[config.mk]
export PLATFORM = sky130hd
export DESIGN_NAME = lock_access_ctrl_flat
export DESIGN_NICKNAME = d
export VERILOG_FILES = /design/src/rtl/lock_access_ctrl_pkg.sv /design/src/rtl/lock_access_ctrl_if.sv /design/src/rtl/lock_access_ctrl_timer.sv /design/src/rtl/lock_access_ctrl.sv /design/src/flat_wrapper.sv
export SDC_FILE = /design/constraint.sdc
export NUM_CORES = 1
export LEC_CHECK = 0
export ABC_AREA = 1
export CAP_MARGIN = 10
export CELL_PAD_IN_SITES_DETAIL_PLACEMENT = 0
export CELL_PAD_IN_SITES_GLOBAL_PLACEMENT = 1
export CORE_MARGIN = 3
export CORE_UTILIZATION = 30
export CTS_CLUSTER_SIZE = 28
export DETAILED_ROUTE_END_ITERATION = 12
export PLACE_DENSITY_LB_ADDON = 0.3
export RECOVER_POWER = 100
export SKIP_LAST_GASP = 1
export SYNTH_ARGS = -nofsm -noshare
export SYNTH_HDL_FRONTEND = slang
export SYNTH_HIERARCHICAL = 1
export SYNTH_SLANG_ARGS = --single-unit
[constraint.sdc]
create_clock -name clk -period 2.1 [get_ports clk]
set_input_delay 0.21 -clock clk [delete_from_list [all_inputs] [get_ports clk]]
set_output_delay 0.21 -clock clk [all_outputs]
set_load 0.005 [all_outputs]
[src/rtl/lock_access_ctrl_pkg.sv]
// Shared types and helpers for the serial keypad lock controller.
// Holds the FSM state encoding, the fail counter width and a clog2 helper.
package lock_pkg;

    typedef enum logic [1:0] {
        IDLE    = 2'd0,
        ENTRY   = 2'd1,
        OPEN    = 2'd2,
        LOCKOUT = 2'd3
    } lock_state_t;

    localparam int FAIL_W = 4;

    // Ceiling log2, never less than 1 so a vector always has a bit.
    function automatic int clog2(input int n);
        int r;
        r = 0;
        for (int i = 0; i < 31; i++) begin
            if ((1 << i) < n) begin
                r = i + 1;
            end
        end
        return (r < 1) ? 1 : r;
    endfunction

endpackage

[src/rtl/lock_access_ctrl_if.sv]
// Keypad-side and actuator-side signal bundle of the lock controller.
// slave: controller view (keys in, status out); master: keypad/actuator view.
// With LOCK_CODE_PROG_EN defined, code_wr/code_in are added for code programming.
interface lock_access_ctrl_if
    import lock_pkg::*;
#(
    parameter int CODE_LEN = 4
) ();
    localparam int ENTRY_W = clog2(CODE_LEN + 1);

    logic                key_valid;
    logic                key_bit;
    logic                cancel;
`ifdef LOCK_CODE_PROG_EN
    logic                code_wr;
    logic [CODE_LEN-1:0] code_in;
`endif
    logic                unlock;
    logic                alarm;
    logic                busy;
    logic [FAIL_W-1:0]   fail_cnt;
    logic [ENTRY_W-1:0]  entry_cnt;

    modport slave (
        input  key_valid, key_bit, cancel,
`ifdef LOCK_CODE_PROG_EN
        input  code_wr, code_in,
`endif
        output unlock, alarm, busy, fail_cnt, entry_cnt
    );

    modport master (
        output key_valid, key_bit, cancel,
`ifdef LOCK_CODE_PROG_EN
        output code_wr, code_in,
`endif
        input  unlock, alarm, busy, fail_cnt, entry_cnt
    );

endinterface

[src/rtl/lock_access_ctrl_timer.sv]
// lock_timer: loadable down-counter shared by the OPEN and LOCKOUT windows.
// Ports: clk, rst (async, active-low), i_load, i_load_val, o_done (count==0).
module lock_timer #(
    parameter int W = 4
) (
    input  logic         clk,
    input  logic         rst,
    input  logic         i_load,
    input  logic [W-1:0] i_load_val,
    output logic         o_done
);

    logic [W-1:0] r_count;

    // Stops at zero rather than wrapping.
    always_ff @(posedge clk or negedge rst) begin
        if (!rst) begin
            r_count <= '0;
        end else if (i_load) begin
            r_count <= i_load_val;
        end else if (r_count != '0) begin
            r_count <= r_count - W'(1);
        end
    end

    assign o_done = (r_count == '0);

endmodule

[src/rtl/lock_access_ctrl.sv]
// lock_access_ctrl: collects bit-serial key entries, compares with the code,
// holds unlock for OPEN_CYCLES and enters an alarmed lockout after MAX_FAILS
// consecutive bad entries. Ports: clk, rst (async, active-low), bus (slave).
// Optional macro LOCK_CODE_PROG_EN: code register writable while OPEN.
module lock_access_ctrl
    import lock_pkg::*;
#(
    parameter int                  CODE_LEN       = 4,
    parameter logic [CODE_LEN-1:0] CODE           = 4'b1011,
    parameter int                  MAX_FAILS      = 3,
    parameter int                  OPEN_CYCLES    = 8,
    parameter int                  LOCKOUT_CYCLES = 16
) (
    input  logic          clk,
    input  logic          rst,
    lock_access_ctrl_if.slave bus
);

    localparam int ENTRY_W = clog2(CODE_LEN + 1);
    localparam int TMR_MAX = (OPEN_CYCLES > LOCKOUT_CYCLES) ?
                             OPEN_CYCLES : LOCKOUT_CYCLES;
    localparam int TMR_W   = clog2(TMR_MAX);

    lock_state_t         r_state;
    lock_state_t         w_state_nxt;
    logic [CODE_LEN-2:0] r_shift;
    logic [CODE_LEN-2:0] w_shift_nxt;
    logic [ENTRY_W-1:0]  r_entry_cnt;
    logic [ENTRY_W-1:0]  w_entry_nxt;
    logic [FAIL_W-1:0]   r_fail_cnt;
    logic [FAIL_W-1:0]   w_fail_nxt;
    logic [CODE_LEN-1:0] w_entry;
    logic [CODE_LEN-1:0] w_code;
    logic                w_last;
    logic                w_tmr_load;
    logic [TMR_W-1:0]    w_tmr_val;
    logic                w_tmr_done;

`ifdef LOCK_CODE_PROG_EN
    logic [CODE_LEN-1:0] r_code;

    // A write on the final OPEN cycle still lands: it is sampled while
    // the registered state is still OPEN.
    always_ff @(posedge clk or negedge rst) begin
        if (!rst) begin
            r_code <= CODE;
        end else if (bus.code_wr && (r_state == OPEN)) begin
            r_code <= bus.code_in;
        end
    end

    assign w_code = r_code;
`else
    assign w_code = CODE;
`endif

    // Full entry as it would stand after shifting in the current bit.
    assign w_entry = {r_shift, bus.key_bit};
    assign w_last  = (r_entry_cnt == ENTRY_W'(CODE_LEN - 1));

    lock_timer #(
        .W          (TMR_W)
    ) u_timer (
        .clk        (clk),
        .rst        (rst),
        .i_load     (w_tmr_load),
        .i_load_val (w_tmr_val),
        .o_done     (w_tmr_done)
    );

    always_ff @(posedge clk or negedge rst) begin
        if (!rst) begin
            r_state     <= IDLE;
            r_shift     <= '0;
            r_entry_cnt <= '0;
            r_fail_cnt  <= '0;
        end else begin
            r_state     <= w_state_nxt;
            r_shift     <= w_shift_nxt;
            r_entry_cnt <= w_entry_nxt;
            r_fail_cnt  <= w_fail_nxt;
        end
    end

    always_comb begin
        w_state_nxt = r_state;
        w_shift_nxt = r_shift;
        w_entry_nxt = r_entry_cnt;
        w_fail_nxt  = r_fail_cnt;
        w_tmr_load  = 1'b0;
        w_tmr_val   = '0;
        unique case (r_state)
            IDLE, ENTRY: begin
                // cancel only aborts a partial entry; in IDLE it is inert.
                if ((r_state == ENTRY) && bus.cancel) begin
                    w_state_nxt = IDLE;
                    w_shift_nxt = '0;
                    w_entry_nxt = '0;
                end else if (bus.key_valid) begin
                    if (w_last) begin
                        w_shift_nxt = '0;
                        w_entry_nxt = '0;
                        w_tmr_load  = 1'b1;
                        if (w_entry == w_code) begin
                            w_state_nxt = OPEN;
                            w_fail_nxt  = '0;
                            w_tmr_val   = TMR_W'(OPEN_CYCLES - 1);
                        end else if (r_fail_cnt >=
                                     FAIL_W'(MAX_FAILS - 1)) begin
                            w_state_nxt = LOCKOUT;
                            w_fail_nxt  = FAIL_W'(MAX_FAILS);
                            w_tmr_val   = TMR_W'(LOCKOUT_CYCLES - 1);
                        end else begin
                            w_state_nxt = IDLE;
                            w_fail_nxt  = r_fail_cnt + FAIL_W'(1);
                            w_tmr_load  = 1'b0;
                        end
                    end else begin
                        w_state_nxt = ENTRY;
                        w_shift_nxt = w_entry[CODE_LEN-2:0];
                        w_entry_nxt = r_entry_cnt + ENTRY_W'(1);
                    end
                end
            end
            OPEN: begin
                if (w_tmr_done) begin
                    w_state_nxt = IDLE;
                end
            end
            LOCKOUT: begin
                if (w_tmr_done) begin
                    w_state_nxt = IDLE;
                    w_fail_nxt  = '0;
                end
            end
            default: begin
                w_state_nxt = IDLE;
            end
        endcase
    end

    assign bus.unlock    = (r_state == OPEN);
    assign bus.alarm     = (r_state == LOCKOUT);
    assign bus.busy      = bus.unlock | bus.alarm;
    assign bus.fail_cnt  = r_fail_cnt;
    assign bus.entry_cnt = r_entry_cnt;

endmodule

[src/flat_wrapper.sv]
// flat-port wrapper written by rule: the top's interface ports become plain ports
module lock_access_ctrl_flat import lock_pkg::*;
#(
    parameter int                  CODE_LEN       = 4,
    parameter logic [CODE_LEN-1:0] CODE           = 4'b1011,
    parameter int                  MAX_FAILS      = 3,
    parameter int                  OPEN_CYCLES    = 8,
    parameter int                  LOCKOUT_CYCLES = 16
)
  (clk, rst, bus_key_valid, bus_key_bit, bus_cancel, bus_unlock, bus_alarm, bus_busy, bus_fail_cnt, bus_entry_cnt);
  lock_access_ctrl_if #(.CODE_LEN(CODE_LEN)) bus_i ();
  input  logic clk;
  input  logic rst;
  input wire logic [$bits(bus_i.key_valid)-1:0] bus_key_valid;
  input wire logic [$bits(bus_i.key_bit)-1:0] bus_key_bit;
  input wire logic [$bits(bus_i.cancel)-1:0] bus_cancel;
  output wire logic [$bits(bus_i.unlock)-1:0] bus_unlock;
  output wire logic [$bits(bus_i.alarm)-1:0] bus_alarm;
  output wire logic [$bits(bus_i.busy)-1:0] bus_busy;
  output wire logic [$bits(bus_i.fail_cnt)-1:0] bus_fail_cnt;
  output wire logic [$bits(bus_i.entry_cnt)-1:0] bus_entry_cnt;
  assign bus_i.key_valid = bus_key_valid;
  assign bus_i.key_bit = bus_key_bit;
  assign bus_i.cancel = bus_cancel;
  assign bus_unlock = bus_i.unlock;
  assign bus_alarm = bus_i.alarm;
  assign bus_busy = bus_i.busy;
  assign bus_fail_cnt = bus_i.fail_cnt;
  assign bus_entry_cnt = bus_i.entry_cnt;
  lock_access_ctrl #(.CODE_LEN(CODE_LEN), .CODE(CODE), .MAX_FAILS(MAX_FAILS), .OPEN_CYCLES(OPEN_CYCLES), .LOCKOUT_CYCLES(LOCKOUT_CYCLES)) u_core (.clk(clk), .rst(rst), .bus(bus_i));
endmodule
-- Word level (Yosys, flattened, before mapping)
Index checks and enable logic that the tools add are counted.
- $add $sub $neg: 3
- multiply operators: 0
- div/mod/pow operators: 0
- order comparisons: 1
- equal/unequal tests: 11
- shift operators: 0
- multiplexer cells: 34
- bitwise gates (word level): 1
- reductions and logical operators: 12
- operator list (cell ; count):
    $mux 4 ; 14
    $mux 3 ; 6
    $mux 2 ; 6
    $pmux 4 s2 ; 1
    $mux 1 ; 6
    $ne 2x2->1 const B ; 3
    $reduce_bool 2->1 ; 3
    $reduce_and 5->1 ; 1
    $add 4x1->4 const B ; 1
    $eq 2x2->1 const B ; 2
    $eq 4x4->1 const B ; 1
    $ge 4x2->1 const B ; 1
    $logic_not 4->1 ; 1
    $ne 2x1->1 const B ; 2
    $pmux 2 s2 ; 1
    $reduce_and 2->1 ; 2
    $reduce_bool 4->1 ; 1
    $reduce_or 2->1 ; 2
    $sub 4x1->4 const B ; 1
    $add 3x1->3 const B ; 1
    $eq 3x2->1 const B ; 1
    $ne 3x2->1 const B ; 1
    $eq 2x1->1 const B ; 1
    $logic_not 2->1 ; 1
    2 further kinds ; 2
- register bits: 16
- latch bits: 0
- memory bits (writable): 0
- ROM bits: 0
- output and inout port bits: 10
- logic and storage cells: 67
- memories kept: 0

-- Logic depth before layout (Yosys ltp)
- depth after elaboration: 8
- depth in mapped cells: 11

-- Modules after synthesis
Netlist, hierarchy kept.
- modules (own cells, without submodules) (module ; instances ; cells an instance ; area each (um^2) ; sequential area each (um^2)):
    lock_access_ctrl ; 1 ; 94 ; 681.9 ; 300.3
    lock_timer ; 1 ; 34 ; 242.7 ; 100.1

-- Worst setup path before layout
Ideal clock, no wire load.
- kind: register to register
- start point: register u_core.r_entry_cnt[0], in the netlist u_core/bus.entry_cnt[0]
- end point: register u_core.u_timer.r_count[3]
- setup time: 0.116 ns
- data arrival time: 1.540 ns
- required time: 1.984 ns
- setup slack: 0.443 ns
- cell stages (with the launch flop): 11
- period minus slack after synthesis: 1.657 ns
- cells stage by stage: dfrtp_1 > ha_1 > inv_1 > nor2_1 > nand4_1 > nor2_1 > inv_1 > nand2_1 > inv_1 > nand2_1 > nand2_1
- cells in the longest elaborated chain, start to end: 6
- RTL lines (element ; RTL line ; source):
    start, declared ; lock_access_ctrl.sv:28 ; logic [ENTRY_W-1:0] r_entry_cnt;
    start signal, assigned ; lock_access_ctrl.sv:80 ; r_entry_cnt <= w_entry_nxt;
    $eq 3x2->1 * ; lock_access_ctrl.sv:59 ; assign w_last = (r_entry_cnt == ENTRY_W'(CODE_LEN - 1));
    $mux 1 * ; lock_access_ctrl.sv:100 ; if (w_last) begin
    $mux 1 * ; lock_access_ctrl.sv:99 ; end else if (bus.key_valid) begin
    $mux 1 * ; lock_access_ctrl.sv:95 ; if ((r_state == ENTRY) && bus.cancel) begin
    $mux 1 * ; lock_access_ctrl.sv:92 ; unique case (r_state)
    via u_core.w_tmr_load ; lock_access_ctrl.sv:35 ; logic w_tmr_load;
    $mux 4 or $reduce_bool 2->1 (tied branches) ; n/a ;
    end signal, assigned ; lock_access_ctrl_timer.sv:20 ; r_count <= i_load_val;
    end signal, assigned ; lock_access_ctrl_timer.sv:22 ; r_count <= r_count - W'(1);
    end, declared ; lock_access_ctrl_timer.sv:13 ; logic [W-1:0] r_count;
The timed path passes the listed nets; every way through them passes the cells marked *.
A chain may end at the register's enable or synchronous reset.

-- Worst setup path after layout
- start point: register u_core.r_fail_cnt[0], in the netlist u_core/bus.fail_cnt[0]
- end point: register u_core.u_timer.r_count[0]
- cells in the longest elaborated chain, start to end: 8
- RTL lines (element ; RTL line ; source):
    start, declared ; lock_access_ctrl.sv:30 ; logic [FAIL_W-1:0] r_fail_cnt;
    start signal, assigned ; lock_access_ctrl.sv:81 ; r_fail_cnt <= w_fail_nxt;
    $ge 4x2->1 * ; lock_access_ctrl.sv:108 ; end else if (r_fail_cnt >=
    $mux 1 * ; lock_access_ctrl.sv:108 ;
    $mux 1 * ; lock_access_ctrl.sv:104 ; if (w_entry == w_code) begin
    $mux 1 * ; lock_access_ctrl.sv:100 ;
    $mux 1 * ; lock_access_ctrl.sv:99 ;
    $mux 1 * ; lock_access_ctrl.sv:95 ;
    $mux 1 * ; lock_access_ctrl.sv:92 ;
    via u_core.w_tmr_load ; lock_access_ctrl.sv:35 ;
    $mux 4 or $reduce_bool 2->1 (tied branches) ; n/a ;
Marks and branches as above.

==> flow_summary_export.csv <==
group,metric,value,unit
status,status,"complete, no violations",
worst_setup_path,path_class,"flop to flop",
worst_setup_path,slowest_delay,400,ps
timing,slew_viol_final,0,
job,timing.max_cap.violations,0,
power_and_ir_drop,finalPower,0.00144,W
drt,drc,0,
placement,gp_congestion,0.767,
synthesis,synth_area,925,µm²
worst_setup_path,startpoint_type,"flop",
cells_and_area,drive_gt1_share,7.48,%
clock_network,cts_buffer_depth,2,
synthesis,yosysUniqueCellTypes,17,
worst_setup_path,path_buf_inv,3,
synthesis,synth_fp_nets,137,
die,rows,19,
cells_and_area,fill_cells,317,
die,core,2850,µm²
global_routing,grt_pass1_wl,3170,µm
synthesis,synth.largest_area_cell,"dfrtp_1",
synthesis,synth_top_area_share,43.3,%
timing,tightest_slew,917,ps
clock_network,clk_pin_slew,90,ps
global_routing,grt_usage,11.4,%
clock_network,cts-root-buf,"clkbuf_4",
clock_network,htree_levels,1,
clock_network,tritoncts,"done",
drt,vias,801,
synthesis,ys_ff_latch,16,
cells_and_area,finalNetCount,157,
global_routing,overflow,0,
worst_setup_path,critPathTopFamily,"simple AND/OR/NAND/NOR gates",
drt,firstDrtPassIters,4,
drt,ant_nets,0,
cells_and_area,antenna_cells,0,
placement,port_buffers,14,
placement,hpwl,1560,µm
cells_and_area,multi_input_area,433,µm²
clock_network,cts_resized,0,
die,die_w,61.5,µm
timing,tns,0,ps
power_and_ir_drop,leakagePower,0.620,nW
cells_and_area,seqCellArea,400,µm²
worst_setup_path,setup.worst_path.end_class,"flop",
global_routing,antenna_found_initial,0,
timing,finalCritPeriodShare,85.6,%
die,dieArea,3780,µm²
global_routing,grt_max_degree,17,
synthesis,yosys_warnings,6,
synthesis,synthCells,128,
global_routing,grt_pass1_vias,731,
power_and_ir_drop,vdd_ir_drop_max,0.000662,V
clock_network,clock-sinks,16,
timing,finalClockSkew,2.08,ps
die,start_util,32.4,%
min_path,hold_class,"primary input to flop",
timing,finalSetupViolCount,0,
drt,initialDrtViolationCount,22,
synthesis,seq_area_frac_synth,43.3,%
cells_and_area,layout_commonest_cell,"nand2_1",
cells_and_area,final_cells,178,
timing,min_period,1800,ps
placement,dp.cells,174,
clock_network,insertion_delay,280,ps
synthesis,synth_area_leaders,"dfrtp_1 43%, nand2_1 16%, inv_1 7.3%, nand3_1 6.0%, nor2_1 5.7%",
timing,max_freq,556,MHz
timing,slew-limit-headroom,38.9,%
clock_network,postCtsHoldBufs,0,
worst_setup_path,crit_arrival,1960,ps
timing,finalHoldViolations,0,
synthesis,avgSynthCellArea,7.22,µm²
die,dieHeight,61.5,µm
clock_network,numCtsBuffers,3,
clock_network,cts_setup_buffers,0,
timing,rsz0062_at_grt,"no",
worst_setup_path,crit_path_cell_trace,"inv_1 > ha_1 > nor2_1 > nand2_1 > a21oi_1 > nor2_1 > buf_4 > inv_1 > nand3_1 > nand2_1 > o21ai_0",
power_and_ir_drop,p_per_area,1270,nW/µm²
cells_and_area,syn2layout_area_growth,22.7,%
worst_setup_path,slowest_stage,"dfrtp_1",
drt,post_drt_via_cell_ratio,4.50,
worst_setup_path,crit_path_max_fanout,10,
cells_and_area,final_cell_mix,"40 x nand2_1, 19 x inv_1, 16 x dfrtp_1",
worst_setup_path,cp.required,2260,ps
drt,wirelength,1960,µm
die,io_pins,15,
drt,wl_per_cell,11.0,µm
==> synth_stat cells (all sizes together) <==
| library cell | instances |
|---|---|
| nand4 | 3 |
| ha | 4 |
| a21oi | 2 |
| or2 | 1 |
| nand3 | 13 |
| clkbuf | 1 |
| dfrtp | 16 |
| inv | 20 |
| nand2 | 42 |
| o21ai | 8 |
| nor2 | 17 |
| xnor2 | 1 |
==> state kept, by name, indices dropped and copies added (netlist names) <==
| name | count |
|---|---|
| u_core/bus.fail_cnt | 4 |
| u_core/bus.entry_cnt | 3 |
| u_core/u_timer/r_count | 4 |
| u_core/r_state | 2 |
| u_core/r_shift | 3 |
==> stage by stage <==
| step | instance area [µm²] | setup WS (ps) | hold slack [ps] | util (%) |
|---|---|---|---|---|
| finish | 1130 | 301 | 511 | 39.8 |
| CTS | 1150 | 288 | 241 | 40.4 |
| detailed placement | 1110 | 313 | 510 | 39.1 |
| global placement | 1110 | 430 | 494 | 39.1 |
| floorplan | 925 | 443 | -85.6 | - |
| global route | 1130 | 115 | 526 | 39.8 |
==> logic make-up (layout without fill, tap and decap cells) <==
family | after synthesis | after routing | synth area share, %
adder cells (fa/ha/maj) | 4 | 4 | 5.41
XOR/XNOR | 1 | 1 | 0.947
buffers and inverters | 21 | 40 | 8.52
AND/OR/NAND/NOR | 76 | 76 | 36.4
flip-flops | 16 | 16 | 43.3
AO/OA/AOI/OAI | 10 | 10 | 5.41
==> worst min-delay path, stage by stage <==
cell             delay (ps)
clkdlybuf4s50_1         420
nand3_1                  90
nand2_1                  50
==> metal layers <==
layer | vias to the layer above | global-route usage, % | part of all wire (%)
li1 | 436 | - | -
met3 | 2 | 3.77 | 2.7
met5 | - | 0 | 0
met4 | 0 | 2.73 | 0.97
met2 | 7 | 19.6 | 48
met1 | 356 | 13.9 | 48
==> worst paths after layout <==
path / start / depth (start not counted) / slack, ps / endpoint
setup / recovery: u_core/bus.fail_cnt[0] / 11 / 300 / u_core/u_timer/r_count[0]
hold / removal: bus_key_bit / 3 / 510 / u_core/r_shift[0]
setup reg to reg: u_core/bus.fail_cnt[0] / 11 / 300 / u_core/u_timer/r_count[0]
hold reg to reg: u_core/bus.fail_cnt[2] / 2 / 530 / u_core/bus.fail_cnt[2]
max in group asynchronous: rst / 2 / 980 / u_core/r_state[0]
min in group asynchronous: rst / 2 / 570 / u_core/bus.entry_cnt[2]
==> where the power goes <==
part / leakage, nW / total, W / internal, W / switching [W]
Clock: 0.0210 / 0.000201 / 0.000105 / 0.0000955
Sequential: 0.205 / 0.000541 / 0.000430 / 0.000111
Combinational: 0.394 / 0.000695 / 0.000293 / 0.000402
Total: 0.620 / 0.00144 / 0.000828 / 0.000609
==> final cells by class <==
type	instances	share of cell area (%)
multi-input combinational	91	38.1
clock buffer	4	3.20
inverter	20	6.62
sequential	16	35.3
tap	31	3.42
timing repair buffer	16	13.3
Power figures use the tool's default switching activity.
